### src/rtl/load_store_unit_if.sv
// -----------------------------------------------------------------------------
// load_store_unit_if
// Core-side request/response bundle of the load/store unit.
//   req_valid/req_ready : request handshake (accepted when both are high)
//   req_write           : 1 = store, 0 = load
//   req_size            : 00 byte, 01 half, 10 word, 11 illegal
//   req_unsigned        : zero-extend (1) or sign-extend (0) sub-word loads
//   req_addr            : byte address
//   req_wdata           : right-justified store data
//   resp_valid          : one-cycle completion pulse
//   resp_rdata          : load result, 0 for stores and errors
//   resp_error          : qualifies resp_valid, request rejected
// The master modport is the core's view; the slave modport is the unit's view.
// -----------------------------------------------------------------------------
interface load_store_unit_if;
  logic        req_valid;
  logic        req_ready;
  logic        req_write;
  logic [1:0]  req_size;
  logic        req_unsigned;
  logic [31:0] req_addr;
  logic [31:0] req_wdata;
  logic        resp_valid;
  logic [31:0] resp_rdata;
  logic        resp_error;

  modport master (
    output req_valid, req_write, req_size, req_unsigned, req_addr, req_wdata,
    input  req_ready, resp_valid, resp_rdata, resp_error
  );

  modport slave (
    input  req_valid, req_write, req_size, req_unsigned, req_addr, req_wdata,
    output req_ready, resp_valid, resp_rdata, resp_error
  );
endinterface

### src/rtl/load_store_unit.sv
// -----------------------------------------------------------------------------
// load_store_unit
// Multi-cycle initiator for the data memory port. Accepts byte/half/word loads
// and stores from the core, performs read-modify-write for sub-word stores and
// extracts plus sign/zero-extends sub-word loads. Memory is treated as a
// word-addressed, combinational-read, level-write responder.
//
// Ports:
//   clk           : single clock, rising edge
//   reset         : synchronous, active-high
//   core          : load_store_unit_if.slave request/response bundle
//   mem_address   : registered, word-aligned byte address to memory
//   write_data    : registered full word to memory
//   sig_mem_read  : registered memory read enable
//   sig_mem_write : registered memory write enable
//   read_data     : memory read word
//
// Parameter:
//   MEM_BYTES     : data memory size in bytes (range check only)
//
// Build option: define LSU_ALIGN_CHECK_EN to reject misaligned, illegal-size
// and out-of-range requests with resp_error. Without it, resp_error stays 0,
// size 11 behaves as a word and misaligned addresses are truncated.
// -----------------------------------------------------------------------------
module load_store_unit #(
  parameter int unsigned MEM_BYTES = 1024
) (
  input  logic                    clk,
  input  logic                    reset,
  load_store_unit_if.slave        core,
  output logic [31:0]             mem_address,
  output logic [31:0]             write_data,
  output logic                    sig_mem_read,
  output logic                    sig_mem_write,
  input  logic [31:0]             read_data
);

  typedef enum logic [1:0] {
    IDLE  = 2'd0,
    READ  = 2'd1,
    WRITE = 2'd2,
    RESP  = 2'd3
  } state_t;

  localparam logic [1:0] SIZE_BYTE = 2'b00;
  localparam logic [1:0] SIZE_HALF = 2'b01;
  localparam logic [1:0] SIZE_WORD = 2'b10;

  if (MEM_BYTES < 32'd4) begin : g_mem_bytes_check
    $error("MEM_BYTES must cover at least one word");
  end

  // Selects the addressed lane of a word and extends it to 32 bits.
  function automatic logic [31:0] extract_load(input logic [31:0] word,
                                               input logic [1:0]  size,
                                               input logic [1:0]  lane,
                                               input logic        is_unsigned);
    logic [7:0]  b;
    logic [15:0] h;
    logic [31:0] r;
    b = word[{lane, 3'b000} +: 8];
    h = word[{lane[1], 4'b0000} +: 16];
    case (size)
      SIZE_BYTE: r = {{24{~is_unsigned & b[7]}}, b};
      SIZE_HALF: r = {{16{~is_unsigned & h[15]}}, h};
      default:   r = word;
    endcase
    return r;
  endfunction

  // Replaces the addressed lane(s) of a word with right-justified store data.
  function automatic logic [31:0] merge_store(input logic [31:0] word,
                                              input logic [15:0] data,
                                              input logic [1:0]  size,
                                              input logic [1:0]  lane);
    logic [31:0] r;
    r = word;
    case (size)
      SIZE_BYTE: r[{lane, 3'b000} +: 8]    = data[7:0];
      SIZE_HALF: r[{lane[1], 4'b0000} +: 16] = data;
      default:   r = word;
    endcase
    return r;
  endfunction

  state_t      state_r;
  state_t      next_state_s;

  logic        write_r;
  logic [1:0]  size_r;
  logic        unsigned_r;
  logic [1:0]  lane_r;
  logic [15:0] wdata_r;
  logic        err_r;

  logic        accept_s;
  logic        req_err_s;
  logic        req_subword_s;

  logic        req_ready_r,     req_ready_nxt_s;
  logic        resp_valid_r,    resp_valid_nxt_s;
  logic        resp_error_r,    resp_error_nxt_s;
  logic [31:0] resp_rdata_r,    resp_rdata_nxt_s;
  logic [31:0] mem_address_r,   mem_address_nxt_s;
  logic [31:0] write_data_r,    write_data_nxt_s;
  logic        sig_mem_read_r,  sig_mem_read_nxt_s;
  logic        sig_mem_write_r, sig_mem_write_nxt_s;

  // req_ready_r is only ever high while idle, so it alone qualifies acceptance.
  assign accept_s      = core.req_valid & req_ready_r;
  assign req_subword_s = (core.req_size == SIZE_BYTE) || (core.req_size == SIZE_HALF);

`ifdef LSU_ALIGN_CHECK_EN
  // Classifies the incoming request as rejected (illegal size, misaligned, out of range).
  always_comb begin
    req_err_s = (core.req_size == 2'b11)
             || ((core.req_size == SIZE_HALF) && core.req_addr[0])
             || ((core.req_size == SIZE_WORD) && (core.req_addr[1:0] != 2'b00))
             || (core.req_addr >= 32'(MEM_BYTES));
  end
`else
  // No request is ever rejected in this build.
  always_comb begin
    req_err_s = 1'b0;
  end
`endif

  // State register.
  always_ff @(posedge clk) begin
    if (reset) begin
      state_r <= IDLE;
    end else begin
      state_r <= next_state_s;
    end
  end

  // Next-state logic. A rejected request spends one quiet cycle in READ with
  // both enables held low, so it answers at the same latency as a load.
  always_comb begin
    next_state_s = state_r;
    case (state_r)
      IDLE: begin
        if (!accept_s) begin
          next_state_s = IDLE;
        end else if (!req_err_s && core.req_write && !req_subword_s) begin
          next_state_s = WRITE;
        end else begin
          next_state_s = READ;
        end
      end
      READ: begin
        if (!err_r && write_r) begin
          next_state_s = WRITE;
        end else begin
          next_state_s = RESP;
        end
      end
      WRITE:   next_state_s = RESP;
      RESP:    next_state_s = IDLE;
      default: next_state_s = IDLE;
    endcase
  end

  // Next values of the registered outputs, derived from the upcoming state.
  always_comb begin
    req_ready_nxt_s     = (next_state_s == IDLE);
    resp_valid_nxt_s    = (next_state_s == RESP);
    resp_error_nxt_s    = (next_state_s == RESP) && err_r;
    sig_mem_write_nxt_s = (next_state_s == WRITE);
    sig_mem_read_nxt_s  = accept_s && (next_state_s == READ) && !req_err_s;

    if (accept_s && !req_err_s) begin
      mem_address_nxt_s = {core.req_addr[31:2], 2'b00};
    end else begin
      mem_address_nxt_s = mem_address_r;
    end

    if (accept_s && !req_err_s && core.req_write && !req_subword_s) begin
      write_data_nxt_s = core.req_wdata;
    end else if ((state_r == READ) && (next_state_s == WRITE)) begin
      write_data_nxt_s = merge_store(read_data, wdata_r, size_r, lane_r);
    end else begin
      write_data_nxt_s = write_data_r;
    end

    // Leaving READ straight for RESP without an error can only be a load.
    if ((state_r == READ) && (next_state_s == RESP) && !err_r) begin
      resp_rdata_nxt_s = extract_load(read_data, size_r, lane_r, unsigned_r);
    end else begin
      resp_rdata_nxt_s = 32'h0000_0000;
    end
  end

  // Request fields captured at acceptance; later input changes are ignored.
  always_ff @(posedge clk) begin
    if (reset) begin
      write_r    <= 1'b0;
      size_r     <= 2'b00;
      unsigned_r <= 1'b0;
      lane_r     <= 2'b00;
      wdata_r    <= 16'h0000;
      err_r      <= 1'b0;
    end else if (accept_s) begin
      write_r    <= core.req_write;
      size_r     <= core.req_size;
      unsigned_r <= core.req_unsigned;
      lane_r     <= core.req_addr[1:0];
      wdata_r    <= core.req_wdata[15:0];
      err_r      <= req_err_s;
    end else begin
      write_r    <= write_r;
      size_r     <= size_r;
      unsigned_r <= unsigned_r;
      lane_r     <= lane_r;
      wdata_r    <= wdata_r;
      err_r      <= err_r;
    end
  end

  // Output registers; reset drops the write enable on the same edge.
  always_ff @(posedge clk) begin
    if (reset) begin
      req_ready_r     <= 1'b0;
      resp_valid_r    <= 1'b0;
      resp_error_r    <= 1'b0;
      resp_rdata_r    <= 32'h0000_0000;
      mem_address_r   <= 32'h0000_0000;
      write_data_r    <= 32'h0000_0000;
      sig_mem_read_r  <= 1'b0;
      sig_mem_write_r <= 1'b0;
    end else begin
      req_ready_r     <= req_ready_nxt_s;
      resp_valid_r    <= resp_valid_nxt_s;
      resp_error_r    <= resp_error_nxt_s;
      resp_rdata_r    <= resp_rdata_nxt_s;
      mem_address_r   <= mem_address_nxt_s;
      write_data_r    <= write_data_nxt_s;
      sig_mem_read_r  <= sig_mem_read_nxt_s;
      sig_mem_write_r <= sig_mem_write_nxt_s;
    end
  end

  assign core.req_ready  = req_ready_r;
  assign core.resp_valid = resp_valid_r;
  assign core.resp_error = resp_error_r;
  assign core.resp_rdata = resp_rdata_r;
  assign mem_address     = mem_address_r;
  assign write_data      = write_data_r;
  assign sig_mem_read    = sig_mem_read_r;
  assign sig_mem_write   = sig_mem_write_r;

endmodule

### src/flat_wrapper.sv
// flat-port wrapper written by rule: the top's interface ports become plain ports
module load_store_unit_flat 
#(
  parameter int unsigned MEM_BYTES = 1024
)
  (clk, reset, mem_address, write_data, sig_mem_read, sig_mem_write, read_data, core_req_valid, core_req_write, core_req_size, core_req_unsigned, core_req_addr, core_req_wdata, core_req_ready, core_resp_valid, core_resp_rdata, core_resp_error);
  load_store_unit_if core_i ();
  input  logic clk;
  input  logic reset;
  output logic [31:0] mem_address;
  output logic [31:0] write_data;
  output logic sig_mem_read;
  output logic sig_mem_write;
  input  logic [31:0] read_data;
  input wire logic [$bits(core_i.req_valid)-1:0] core_req_valid;
  input wire logic [$bits(core_i.req_write)-1:0] core_req_write;
  input wire logic [$bits(core_i.req_size)-1:0] core_req_size;
  input wire logic [$bits(core_i.req_unsigned)-1:0] core_req_unsigned;
  input wire logic [$bits(core_i.req_addr)-1:0] core_req_addr;
  input wire logic [$bits(core_i.req_wdata)-1:0] core_req_wdata;
  output wire logic [$bits(core_i.req_ready)-1:0] core_req_ready;
  output wire logic [$bits(core_i.resp_valid)-1:0] core_resp_valid;
  output wire logic [$bits(core_i.resp_rdata)-1:0] core_resp_rdata;
  output wire logic [$bits(core_i.resp_error)-1:0] core_resp_error;
  assign core_i.req_valid = core_req_valid;
  assign core_i.req_write = core_req_write;
  assign core_i.req_size = core_req_size;
  assign core_i.req_unsigned = core_req_unsigned;
  assign core_i.req_addr = core_req_addr;
  assign core_i.req_wdata = core_req_wdata;
  assign core_req_ready = core_i.req_ready;
  assign core_resp_valid = core_i.resp_valid;
  assign core_resp_rdata = core_i.resp_rdata;
  assign core_resp_error = core_i.resp_error;
  load_store_unit #(.MEM_BYTES(MEM_BYTES)) u_core (.clk(clk), .reset(reset), .core(core_i), .mem_address(mem_address), .write_data(write_data), .sig_mem_read(sig_mem_read), .sig_mem_write(sig_mem_write), .read_data(read_data));
endmodule
### config.mk
export PLATFORM = sky130hd
export DESIGN_NAME = load_store_unit_flat
export DESIGN_NICKNAME = d
export VERILOG_FILES = /design/src/rtl/load_store_unit_if.sv /design/src/rtl/load_store_unit.sv /design/src/flat_wrapper.sv
export SDC_FILE = /design/constraint.sdc
export NUM_CORES = 1
export LEC_CHECK = 0
export ABC_AREA = 1
export CORE_ASPECT_RATIO = 0.5
export CORE_MARGIN = 2
export CORE_UTILIZATION = 43
export CTS_CLUSTER_SIZE = 40
export DETAILED_ROUTE_END_ITERATION = 7
export PLACE_DENSITY_LB_ADDON = 0.3
export SKIP_LAST_GASP = 1
export SLEW_MARGIN = 20
export SYNTH_ARGS = -nofsm -noshare
export SYNTH_HDL_FRONTEND = slang
export SYNTH_SLANG_ARGS = --single-unit
### constraint.sdc
create_clock -name clk -period 2.1 [get_ports clk]
set_input_delay 0.42 -clock clk [delete_from_list [all_inputs] [get_ports clk]]
set_output_delay 0.42 -clock clk [all_outputs]
set_load 0.005 [all_outputs]
# --- Word level (Yosys, flattened, before mapping) ---
# Index checks and enable logic that the tools add are counted.
classes:
  n_reduce_logical: 14
  add_sub_neg: 2
  muxes: 10
  shifts: 6
  n_eq_ne: 8
  bitwise_logic: 5
op_table:
  columns: ["op", "count"]
  rows:
  - ["$pmux W32 S2", 2]
  - ["$bwmux W32", 2]
  - ["$mux W32", 2]
  - ["$shift A16 B7 Y32 const A", 1]
  - ["$shift A8 B7 Y32 const A", 1]
  - ["$shiftx A16 B7 Y32", 1]
  - ["$shiftx A32 B6 Y16", 1]
  - ["$shiftx A32 B6 Y8", 1]
  - ["$shiftx A8 B7 Y32", 1]
  - ["$neg A5 Y7", 2]
  - ["$eq A2 B1 Y1 const B", 4]
  - ["$eq A2 B2 Y1 const B", 4]
  - ["$logic_not A2 Y1", 4]
  - ["$pmux W2 S4", 1]
  - ["$logic_and A1 B1 Y1", 6]
  - ["$mux W2", 2]
  - ["$and A1 B1 Y1", 3]
  - ["$not A1 Y1", 2]
  - ["$reduce_bool A2 Y1", 1]
  - ["$reduce_or A2 Y1", 1]
  - ["$logic_not A1 Y1", 1]
  - ["$logic_or A1 B1 Y1", 1]
  - ["$mux W1", 1]
totals:
  reg_bits: 122
  inputBits: 103

# --- Depth between registers and ports, before layout ---
depth:
  depth_word: 11
  mapped_depth: 17
  depth_no_buf: 13

# --- Worst setup path before layout ---
# No wires, ideal clock.
synth_timing:
  path_kind: "flip-flop to flip-flop"
  from: "reg u_core.lane_r[1]"
  to: "reg u_core.write_data_r[11] (netlist: u_core.write_data[11])"
  synth_period_minus_slack_ns: 2.085
  arrival_time_ns: 2.021
  required_time_ns: 2.036
  path_stages_with_launch: 14
  n_path_buf: 3
  setup_time_ns: 0.064
  setup_slack_ns: 0.015
  cell_sequence: "dfxtp_1 -> buf_2 -> inv_1 -> buf_2 -> buf_4 -> ha_1 -> inv_1 -> nor2_2 -> nand2_1 -> o22ai_1 -> nand2_1 -> nand2_1 -> nor2_1 -> nor2_1"
synth_via:
  elab_chain_len: 6
synth_lines:
  columns: ["item", "line", "source"]
  rows:
  - ["from (decl)", "load_store_unit.sv:92", "logic [1:0] lane_r;"]
  - ["from (signal assigned)", "load_store_unit.sv:207", "lane_r <= core.req_addr[1:0];"]
  - ["from (signal assigned)", "load_store_unit.sv:214", "lane_r <= lane_r;"]
  - ["$neg A5 Y7 (on tied branches)", "load_store_unit.sv:80, load_store_unit.sv:79", null]
  - ["$shiftx A16 B7 Y32, or another cell as far along", "load_store_unit.sv:80", "SIZE_HALF: r[{lane[1], 4'b0000} +: 16] = data;"]
  - ["$bwmux W32 (on tied branches)", "load_store_unit.sv:80, load_store_unit.sv:79", null]
  - ["$pmux W32 S2 (*)", "load_store_unit.sv:78", "case (size)"]
  - ["$mux W32 (*)", "load_store_unit.sv:180", "end else if ((state_r == READ) && (next_state_s == WRITE)) begin"]
  - ["$mux W32 (*)", "load_store_unit.sv:178", "if (accept_s && !req_err_s && core.req_write && !req_subword_s) begin"]
  - ["to (signal assigned)", "load_store_unit.sv:237", "write_data_r <= write_data_nxt_s;"]
  - ["to (decl)", "load_store_unit.sv:105", "logic [31:0] write_data_r, write_data_nxt_s;"]
# Every way passes the cells marked *; elsewhere a longest branch is shown, timed or not. The select of a mux whose other input is x is not followed.
# A chain may end at the register's enable or synchronous reset.

# --- Worst setup path in the final report ---
layout_timing:
  from: "reg u_core.lane_r[1]"
  to: "reg u_core.write_data_r[13] (netlist: u_core.write_data[13])"
# The elaborated chain is that of the path after synthesis.

==> results.toml <==
[run_status]
status = "complete, no violations"

[setup_path]
worst_ep_required_time_ns = 2.45
crit_arrival_ns = 2.33
critPathMostFrequentCell = "nand2_1"
critPathMaxStageDelay_ns = 0.39
worstSetupPathType = "register to register"
worstPathCellList = "inv_1, ha_1, inv_1, nor2_4, nand2_1, o22ai_1, nand2_1, nand2_1, nor2_1, nor2_1"
cp-end-kind = "register"
start_kind = "register"
slowest_stage = "ha_1"
worstPathMaxFanout = 9

[power]
p_sw_share_pct = 31.5
combPwrFrac_pct = 25.4
internal_power_uw = 5070
seq_power_share_pct = 35.0
peakVddDrop_mv = 0.617
p_clk_share_pct = 39.6
power_density_nw_per_um2 = 783
p_leak_uw = 0.00437
p_sw_uw = 2320

[routing]
wire_per_inst_microns = 15.7
drc = 0
num_vias = 7501
viasPerCell = 5.15
ant_nets = 0
drt-total-wl_microns = 22900
drt_pass1_iterations = 6
drtIter0Drc = 769

[flow_run]
maxCapViolCount = 0

[clocking]
cts_tree = "done"
htree_levels = 4
cts.clk_slew.worst_paths_ns = 0.06
hold_buffers = 0
insertion_delay_ns = 0.42
clock_sinks = 122
clock-root-buffer = "clkbuf_16"
cts_made_buffers = 17
clk_path_buf_depth = 2

[sta]
tightestPinTransition_ns = 0.633
finalCriticalPeriod_ns = 1.98
hold_viol = 0
maxSlewHeadroom_pct = 57.4
whs_ns = 0.462
finalSetupViolCount = 0
period_share_pct = 94.1
slew_violations = 0
max_freq_mhz = 506
rsz0062_at_grt = "true"
fin_worst_skew_ns = 0.0103

[logic_synthesis]
syn_inst = 1036
yosys-top-cells-area = "dfxtp_1 (38%), nand2_1 (18%), nor2_1 (11%), o21ai_0 (6.2%), inv_1 (4.2%)"
synth.distinct_cells = 33
synth_top_area_share_pct = 37.5
ys_warn_count = 0
synth-seq-area-share_pct = 37.5
netlist_area_sq_um = 6510
ys_ff_latch = 122
yosysTopAreaCell = "dfxtp_1"
syn_avg_cell_area_sq_um = 6.28

[global_routing]
use_met3_pct = 10.6
grt_usage_pct = 28.6
grt_first_pass_wirelength_microns = 36100
grt_max_degree = 45
grt_overflow = 0
grt_util_met2_pct = 42.0
antenna_found_initial = 1
grt_pass1_vias = 7020
busiest_layer = "met2"
use_met1_pct = 39.0

[floorplanning]
die_width_microns = 178
initial_core_util_pct = 44.5
rows = 31
core_area_sq_um = 14600
io_pins = 204
die_area_sq_um = 16200
die_h_microns = 91.0

[finish]
final_util_pct = 64.6
fin_nets = 1358
num-fill-cells = 1375
drive_gt1_share_pct = 9.69
antenna-diode-count = 0
area_growth_pct = 45.1
fin_area_sq_um = 9440

[placed_design]
io_buffers = 200
hpwl_microns = 17100
gp_congestion = 0.996
placed_area_sq_um = 8840

[worst_hold_path]
hold_class = "register to register"
-- stage by stage --
step | setup slack [ns] | cells | total power, uW | setup TNS, ns
6_report | 0.124 | 1457 | 7390 | 0
4_1_cts | 0.0423 | 1457 | 7390 | 0
3_3_place_gp | 0.0489 | 1426 | 4430 | 0
2_1_floorplan | 0.0151 | 1038 | 3620 | 0
3_5_place_dp | -0.00308 | 1426 | 4450 | -0.00308
5_1_grt | -0.00791 | 1457 | 7740 | -0.0133
-- cell usage after synthesis --
cell type,number
buf_6,7
a221oi_1,5
nor2_2,2
o21ai_0,81
buf_4,10
o22ai_1,6
nor2_1,189
nor3_1,9
o21ai_2,1
clkbuf_2,1
nor2_4,5
buf_1,3
nand2_1,315
clkinv_1,3
or2_2,13
clkbuf_1,24
dfxtp_1,122
nand3_4,1
inv_2,11
a21oi_1,34
nand2_2,7
or2_0,6
o211ai_1,1
conb_1,1
nand4_1,4
a31oi_1,8
nand3_1,47
nor4_1,1
ha_1,8
a211oi_1,4
inv_1,72
buf_2,14
o21ai_1,21
-- worst max-delay path, delay by kind of cell, from the launching register on --
family,cells,cell delay (ns)
AOI/OAI and AO/OA,1,0.16
and+or+nand+nor,6,0.75
buffers and inverters,2,0.22
adders and majority gates,1,0.39
DFF,1,0.37
-- power groups by stage --
stage,registers (uW),clock network (uW),logic [uW]
floorplan,2610,0,1000
global placement,2620,0,1800
detailed placement,2630,0,1820
CTS,2580,2980,1840
global route,2600,3090,2060
finish,2580,2930,1880
-- path summary, 6_finish.rpt --
kind | startpoint | end | slack (ns) | depth (start not counted)
setup / recovery | u_core.lane_r[1]$_SDFFE_PP0N_ | u_core.write_data[13]$_SDFFE_PP0P_ | 0.12 | 10
hold / removal | u_core.write_r$_SDFFE_PP0N_ | u_core.write_r$_SDFFE_PP0N_ | 0.46 | 2
setup reg to reg | u_core.lane_r[1]$_SDFFE_PP0N_ | u_core.write_data[13]$_SDFFE_PP0P_ | 0.12 | 10
hold reg to reg | u_core.write_r$_SDFFE_PP0N_ | u_core.write_r$_SDFFE_PP0N_ | 0.46 | 2
-- registers in the layout (all words and copies together), names as in the netlist --
name,count
u_core.core.req_ready,1
u_core.core.resp_rdata,32
u_core.core.resp_valid,1
u_core.lane_r,2
u_core.mem_address,30
u_core.sig_mem_read,1
u_core.sig_mem_write,1
u_core.size_r,2
u_core.state_r,2
u_core.unsigned_r,1
u_core.wdata_r,16
u_core.write_data,32
u_core.write_r,1
-- cells by family (layout without fill, tap and decap cells) --
logic type | after synthesis | after routing | synth area share, %
and+or+nand+nor | 599 | 599 | 37.7
adders and majority gates | 8 | 8 | 1.54
AOI/OAI and AO/OA | 161 | 161 | 13.2
other | 1 | 3 | 0.0576
DFF | 122 | 122 | 37.5
buffers and inverters | 145 | 366 | 10.0
-- final cells by class --
type	count	area [sq um]	share of cell area, %
inverters	86	323	3.42
multi-input cells	771	3440	36.4
clock buffers	18	439	4.65
well taps	198	248	2.62
flip-flops and latches	122	2440	25.9
clock inverters	13	145	1.54
repair buffers	249	2410	25.5
-- timing repair --
item | in CTS | in global routing
setup buffers | 0 | 0
resized for setup | 0 | 4
setup endpoints to repair | 0 | 30
-- per-layer routing --
metal	share of wire [%]	vias up
met2	41	451
li1	-	3686
met3	14	47
met5	0.057	-
met1	42	3315
met4	1.8	2
-- layout by cell type, fill, tap and decap left out, drive strengths merged --
cell	count
a211oi	4
a21oi	34
a221oi	5
a31oi	8
buf	49
bufinv	2
clkbuf	18
clkdlybuf4s50	200
clkinv	8
clkinvlp	3
conb	3
dfxtp	122
ha	8
inv	86
nand2	322
nand3	48
nand4	4
nor2	196
nor3	9
nor4	1
o211ai	1
o21ai	103
o22ai	6
or2	19
Note: power is estimated with default switching activity, not from simulation.
